**config.mk**
```make
export PLATFORM = sky130hd
export DESIGN_NAME = round_sequencer
export DESIGN_NICKNAME = d
export VERILOG_FILES = /design/src/rtl/round_sequencer_pkg.sv /design/src/rtl/round_timer.sv /design/src/rtl/round_sequencer.sv
export SDC_FILE = /design/constraint.sdc
export NUM_CORES = 1
export LEC_CHECK = 0
export CAP_MARGIN = 0
export CORE_MARGIN = 2
export CORE_UTILIZATION = 25
export CTS_CLUSTER_DIAMETER = 100
export DETAILED_ROUTE_END_ITERATION = 12
export PLACE_DENSITY = 0.47
export SYNTH_ARGS = -nofsm -noshare
export SYNTH_HDL_FRONTEND = slang
export SYNTH_HIERARCHICAL = 1
export SYNTH_SLANG_ARGS = --single-unit
export TNS_END_PERCENT = 5
```
**constraint.sdc**
```tcl
create_clock -name CLK -period 2.99 [get_ports CLK]
set_input_delay 0.4485 -clock CLK [delete_from_list [all_inputs] [get_ports CLK]]
set_output_delay 0.4485 -clock CLK [all_outputs]
set_load 0.005 [all_outputs]
```
**src/rtl/round_sequencer_pkg.sv**
```systemverilog
// Shared encodings for the round sequencer: verdict/result codes and FSM states.
package round_sequencer_pkg;

    typedef enum logic [1:0] {
        WL_NONE  = 2'b00,
        WL_MINE  = 2'b01,
        WL_ENEMY = 2'b10,
        WL_DRAW  = 2'b11
    } wl_t;

    typedef enum logic [2:0] {
        IDLE, REQ, WAIT_Q, ANSWER, RESOLVE, GAP, OVER
    } state_t;

    localparam logic [7:0] ROUND_SAT = 8'd255;

    // A zero-HP finish and a round-cap finish both reduce to "who is ahead".
    function automatic wl_t rank_hp(input logic my_ahead, input logic en_ahead);
        if (my_ahead) return WL_MINE;
        if (en_ahead) return WL_ENEMY;
        return WL_DRAW;
    endfunction

endpackage

```
**src/rtl/round_timer.sv**
```systemverilog
// Loadable down-counter shared by the answer window and the post-resolve gap.
module round_timer #(
    parameter int CNT_W = 16
) (
    input  logic             CLK,
    input  logic             RST,
    input  logic             load,
    input  logic [CNT_W-1:0] load_val,
    output logic [CNT_W-1:0] cnt_nxt,
    output logic             last
);

    logic [CNT_W-1:0] cnt;

    always_comb begin
        cnt_nxt = cnt;
        if (load)
            cnt_nxt = load_val;
        else if (cnt != '0)
            cnt_nxt = cnt - CNT_W'(1);
    end

    always_ff @(posedge CLK or negedge RST) begin
        if (!RST) cnt <= '0;
        else      cnt <= cnt_nxt;
    end

    // High on the final cycle of a window.
    assign last = (cnt == CNT_W'(1));

endmodule

```
**src/rtl/round_sequencer.sv**
```systemverilog
// Round controller: question request, timed answer window, damage, game over.
// Optional round cap enabled by defining ROUND_LIMIT_EN (adds MAX_ROUNDS).
module round_sequencer
    import round_sequencer_pkg::*;
#(
    parameter int HP_INIT    = 5,
    parameter int HP_W       = 4,
    parameter int DAMAGE     = 1,
    parameter int TIME_LIMIT = 1000,
    parameter int GAP_CYC    = 50,
    parameter int CNT_W      = 16
`ifdef ROUND_LIMIT_EN
    , parameter int MAX_ROUNDS = 10
`endif
) (
    input  logic             CLK,
    input  logic             RST,
    input  logic             START,
    input  logic             Q_ACK,
    input  logic [1:0]       WL_IN,
    output logic             Q_REQ,
    output logic             ANS_EN,
    output logic [HP_W-1:0]  MY_HP,
    output logic [HP_W-1:0]  EN_HP,
    output logic [7:0]       ROUND_NO,
    output logic [CNT_W-1:0] TIMER,
    output logic             GAME_OVER,
    output logic [1:0]       RESULT
);

    localparam logic [HP_W-1:0] HP0 = HP_W'(HP_INIT);
    localparam logic [HP_W-1:0] DMG = HP_W'(DAMAGE);

    state_t           state, state_n;
    wl_t              wl, verdict, result;
    logic             timeout, round_cap, hp_dead, game_start;
    logic             tmr_load, tmr_last;
    logic [CNT_W-1:0] tmr_val, tmr_nxt, timer_q;
    logic [HP_W-1:0]  my_hp, en_hp;
    logic [7:0]       round_no;
    logic             q_req, ans_en, game_over;

    function automatic logic [HP_W-1:0] hp_sub(input logic [HP_W-1:0] hp);
        return (hp > DMG) ? hp - DMG : '0;
    endfunction

    assign wl         = wl_t'(WL_IN);
    assign hp_dead    = (my_hp == '0) || (en_hp == '0);
    assign game_start = START && (state == IDLE || state == OVER);

`ifdef ROUND_LIMIT_EN
    assign round_cap = (round_no == 8'(MAX_ROUNDS));
`else
    assign round_cap = 1'b0;
`endif

    round_timer #(.CNT_W(CNT_W)) u_timer (
        .CLK      (CLK),
        .RST      (RST),
        .load     (tmr_load),
        .load_val (tmr_val),
        .cnt_nxt  (tmr_nxt),
        .last     (tmr_last)
    );

    always_ff @(posedge CLK or negedge RST) begin
        if (!RST) state <= IDLE;
        else      state <= state_n;
    end

    always_comb begin
        state_n  = state;
        tmr_load = 1'b0;
        tmr_val  = CNT_W'(TIME_LIMIT);
        case (state)
            IDLE, OVER: if (START) state_n = REQ;
            REQ:        state_n = Q_ACK ? ANSWER : WAIT_Q;
            WAIT_Q:     if (Q_ACK) state_n = ANSWER;
            ANSWER:     if (wl != WL_NONE || tmr_last) state_n = RESOLVE;
            RESOLVE:    state_n = GAP;
            GAP:        if (tmr_last) state_n = (hp_dead || round_cap) ? OVER : REQ;
            default:    state_n = IDLE;
        endcase
        // Timer is (re)loaded on entry to either timed window.
        if (state_n == ANSWER && state != ANSWER) begin
            tmr_load = 1'b1;
        end else if (state_n == GAP && state != GAP) begin
            tmr_load = 1'b1;
            tmr_val  = CNT_W'(GAP_CYC);
        end
    end

    always_ff @(posedge CLK or negedge RST) begin
        if (!RST) begin
            my_hp     <= HP0;
            en_hp     <= HP0;
            round_no  <= '0;
            verdict   <= WL_NONE;
            timeout   <= 1'b0;
            result    <= WL_NONE;
            q_req     <= 1'b0;
            ans_en    <= 1'b0;
            game_over <= 1'b0;
            timer_q   <= '0;
        end else begin
            q_req     <= (state_n == REQ);
            ans_en    <= (state_n == ANSWER);
            game_over <= (state_n == OVER);
            timer_q   <= (state_n == ANSWER) ? tmr_nxt : '0;
            if (game_start) begin
                my_hp    <= HP0;
                en_hp    <= HP0;
                round_no <= 8'd1;
                result   <= WL_NONE;
            end
            // Latched every answer cycle; only the exit cycle's value survives.
            if (state == ANSWER) begin
                verdict <= wl;
                timeout <= (wl == WL_NONE);
            end
            if (state == RESOLVE) begin
                if (timeout || verdict == WL_MINE)  en_hp <= hp_sub(en_hp);
                if (timeout || verdict == WL_ENEMY) my_hp <= hp_sub(my_hp);
            end
            if (state == GAP && tmr_last) begin
                if (state_n == OVER)
                    result <= rank_hp(my_hp > en_hp, en_hp > my_hp);
                else if (round_no != ROUND_SAT)
                    round_no <= round_no + 8'd1;
            end
        end
    end

    assign Q_REQ     = q_req;
    assign ANS_EN    = ans_en;
    assign MY_HP     = my_hp;
    assign EN_HP     = en_hp;
    assign ROUND_NO  = round_no;
    assign TIMER     = timer_q;
    assign GAME_OVER = game_over;
    assign RESULT    = result;

endmodule

```
==> metrics.txt, run 1 <==
hpwl dp 5580 microns; final hold viol count 0; Max Buffers Root-to-Sink 2; area occupied by multi-input gates 0.00167 sq mm; reg-to-reg slack, setup 0.29 ns; Max-cap violations 0; DRT antenna net count 0; crit path DAT 2.91 ns; outcome completed; synth unique cells 61; DRC viols 0; Synth Instances 338; fill count 1,342; postcts setup bufs 0; crit path launch type register; multiplexer share of the synthesized area 3.17%; most frequent cells in the layout dfrtp_1, clkdlybuf4s50_1, nand2_1; ys async rst share 100%; FF-to-FF Start u_timer/cnt[3]; Final WS setup 0.289 ns; flip-flop and latch area 0.00148 sq mm; CTS root buf clkbuf_16; Critical Path Start u_timer/cnt[3]; drt initial violations 67; final net count 410; Post-Synth XOR/XNOR Area 0.535%; pre-CTS setup slack 0.240 ns; main combinational cell family by area after synthesis simple AND/OR/NAND/NOR gates; adder-cell share of the synthesized area 4.59%; Max Transition Viols Final 0; Num CTS Buffers 9; GP Congestion 0.862; CP Cell Sequence nor4_1 -> nand2_1 -> nor2_2 -> nor4_2 -> a2111o_1 -> a41o_2 -> o211ai_1 -> or3b_1; CP endpoint ROUND_NO[4]; clock latency at the later pin of the worst-skew pair 0.33 ns; width of the die 118 microns; Slew @ Worst Pin 0.750 ns; CP endpoint kind register; layout cells sized above 1 11.9%; Critical Path Max Stage Delay 0.44 ns; num rows 41; CTS clk-pin slew, worst paths 0.05 ns; critical path class register to register; Static Leak 1.79 nW; Total GRT Usage 12.0%; Die Ht 118 microns; largest net degree at the start of global routing 33; Power Density 936 mW/mm^2; FF-to-FF path depth 8; min cycle time layout 2.70 ns; flops & latches, synth 59; Final Cycle Share 90.3%; Critical Path RT 3.19 ns; core area 0.0127 sq mm; post-synthesis sequential area ratio 45.2%; area grow syn2layout 28.6%; FF-to-FF End ROUND_NO[4]; Worst Hold Class input pin to async pin; Synth Warn # 6; initial antenna violation count 0; delay-heaviest family, CP simple AND/OR/NAND/NOR gates; slowest cell on the critical path dfrtp_1; Max VDD drop 0.261 mV; initial core utilization 25.7%; Crit Path Max Fanout 11; Slew headroom 49.6%; Post-synth EDFFs 0; CTS tree yes; complex-gate fraction of the synthesized area 14.9%; Post-Route WL 7920 microns; fmax 370 MHz; num ports 43; synthesized area 0.00327 sq mm; CP bufs+invs 0; Post-Route Skew 0.00374 ns; Num Clock Sinks 59; Setup TNS 0 ns; RSZ-0062 raised after global routing false; synthesized area per cell 9.69 sq um; CTS H-tree lvls 3; ys flop type dfrtp_1; Wirelength per Cell 13.9 microns; Vias/cell 4.59; Antenna Cells 0; DR pass1 iterations 4; routed vias 2,609; post-synthesis simple-gate area fraction 26.8%; commonest non-fill, non-tap cell in the layout dfrtp_1; Setup violations, final 0; first-pass GRT wire length 13,500 microns; Congestion Overflow GR 0; die area 0.0140 sq mm; Crit path depth 8; vias in the first global route 2,639; Hold-fix buffers, CTS 0; IO Port Bufs 42
==> logic make-up after synthesis <==
group | after synthesis
AO/OA/AOI/OAI | 72
buffers and inverters | 32
XOR/XNOR | 2
AND/OR/NAND/NOR | 149
adder cells (fa/ha/maj) | 12
multiplexers | 10
flip-flops | 59
other | 2
==> metrics by stage <==
step | std cells | hold WS (ns) | power (mW) | utilization [%] | area, sq um
floorplan | 345 | 0.153 | 2.42 | - | 3300
global placement | 553 | 0.502 | 2.98 | 30.9 | 3930
detailed placement | 553 | 0.515 | 2.99 | 30.9 | 3930
CTS | 568 | 0.177 | 3.98 | 33.1 | 4210
global route | 568 | 0.205 | 4.27 | 33.1 | 4210
finish | 568 | 0.149 | 3.94 | 33.1 | 4210
==> cell type report <==
type | count | area share (%)
multi-input cells | 254 | 39.8
flip-flops and latches | 59 | 35.2
repair buffers | 51 | 11.8
clock buffers | 13 | 6.42
well taps | 172 | 5.11
inverters | 17 | 1.52
clock inverters | 2 | 0.238
==> per-layer routing <==
layer | track usage, % | wire length, microns | vias up
li1 | - | - | 1310
met5 | 0 | 0 | -
met3 | 2.99 | 272 | 11
met1 | 17.0 | 4170 | 1239
met2 | 17.2 | 3350 | 49
met4 | 5.21 | 130 | 0
==> power breakdown <==
part           leakage (nW)  switching, mW  internal [mW]
clock                 0.141          0.344          0.620
combinational         0.907          0.828          0.766
sequential            0.747          0.296           1.09
total                  1.79           1.47           2.47
==> how the worst min path moves through the flow <==
stage | startpoint | endpoint | slack, ns | cells after the start
finish | RST | TIMER[2] | 0.15 | 1
global route | RST | TIMER[2] | 0.20 | 1
CTS | RST | TIMER[2] | 0.18 | 1
detailed placement | timeout | timeout | 0.52 | 2
global placement | timeout | timeout | 0.50 | 2
floorplan | RST | ANS_EN | 0.15 | 0
==> worst register-to-register path, stage by stage (launching register included) <==
cell and delay [ns]:
dfrtp_1 0.44, nor4_1 0.44, nand2_1 0.15, nor2_2 0.26, nor4_2 0.10, a2111o_1 0.34, a41o_2 0.31, o211ai_1 0.19
or3b_1 0.35
==> state kept, by name, summed over array words and instances, names as in the netlist <==
register     flops
TIMER           16
u_timer/cnt     16
ROUND_NO         8
EN_HP            4
MY_HP            4
state            3
RESULT           2
verdict          2
ANS_EN           1
GAME_OVER        1
Q_REQ            1
timeout          1
==> what timing repair did <==
| item | 4_1_cts | 5_1_grt |
|---|---|---|
| resized for setup | 0 | 1 |
| setup endpoints to repair | 0 | 2 |
| hold endpoints to repair | 0 | 0 |
==> synth_stat cells, drive strengths merged (4+ instances only) <==
cell type  number  area, sq um
mux2i           7         70.1
clkbuf          7         26.3
nor3            5         30.0
buf             8         57.6
nand2          34          128
dfrtp          55         1380
nand2b          8         57.6
o211ai         11         82.6
and2           17          106
nor4           10         96.4
ha             12          150
nor2b           4         32.5
nor2           24         90.1
a21o            6         45.0
nand4           7         43.8
dfstp           4          105
o21ai          13         65.1
or3             6         42.5
nand3           8         40.0
a21oi          16         83.8
nand3b          5         37.5
o31ai           7         52.6
inv            17         63.8
(Power assumes the default switching activity.)
==> inputs of run 2 (changes only) <==
--- a/config.mk
+++ b/config.mk
@@ -10,6 +10,7 @@
 export CORE_UTILIZATION = 25
 export CTS_CLUSTER_DIAMETER = 100
 export DETAILED_ROUTE_END_ITERATION = 12
+export HOLD_SLACK_MARGIN = 0.03
 export PLACE_DENSITY = 0.47
 export SYNTH_ARGS = -nofsm -noshare
 export SYNTH_HDL_FRONTEND = slang
==> results of run 2 <==
No change in the layout: final DEF, timing and power equal those of run 1.
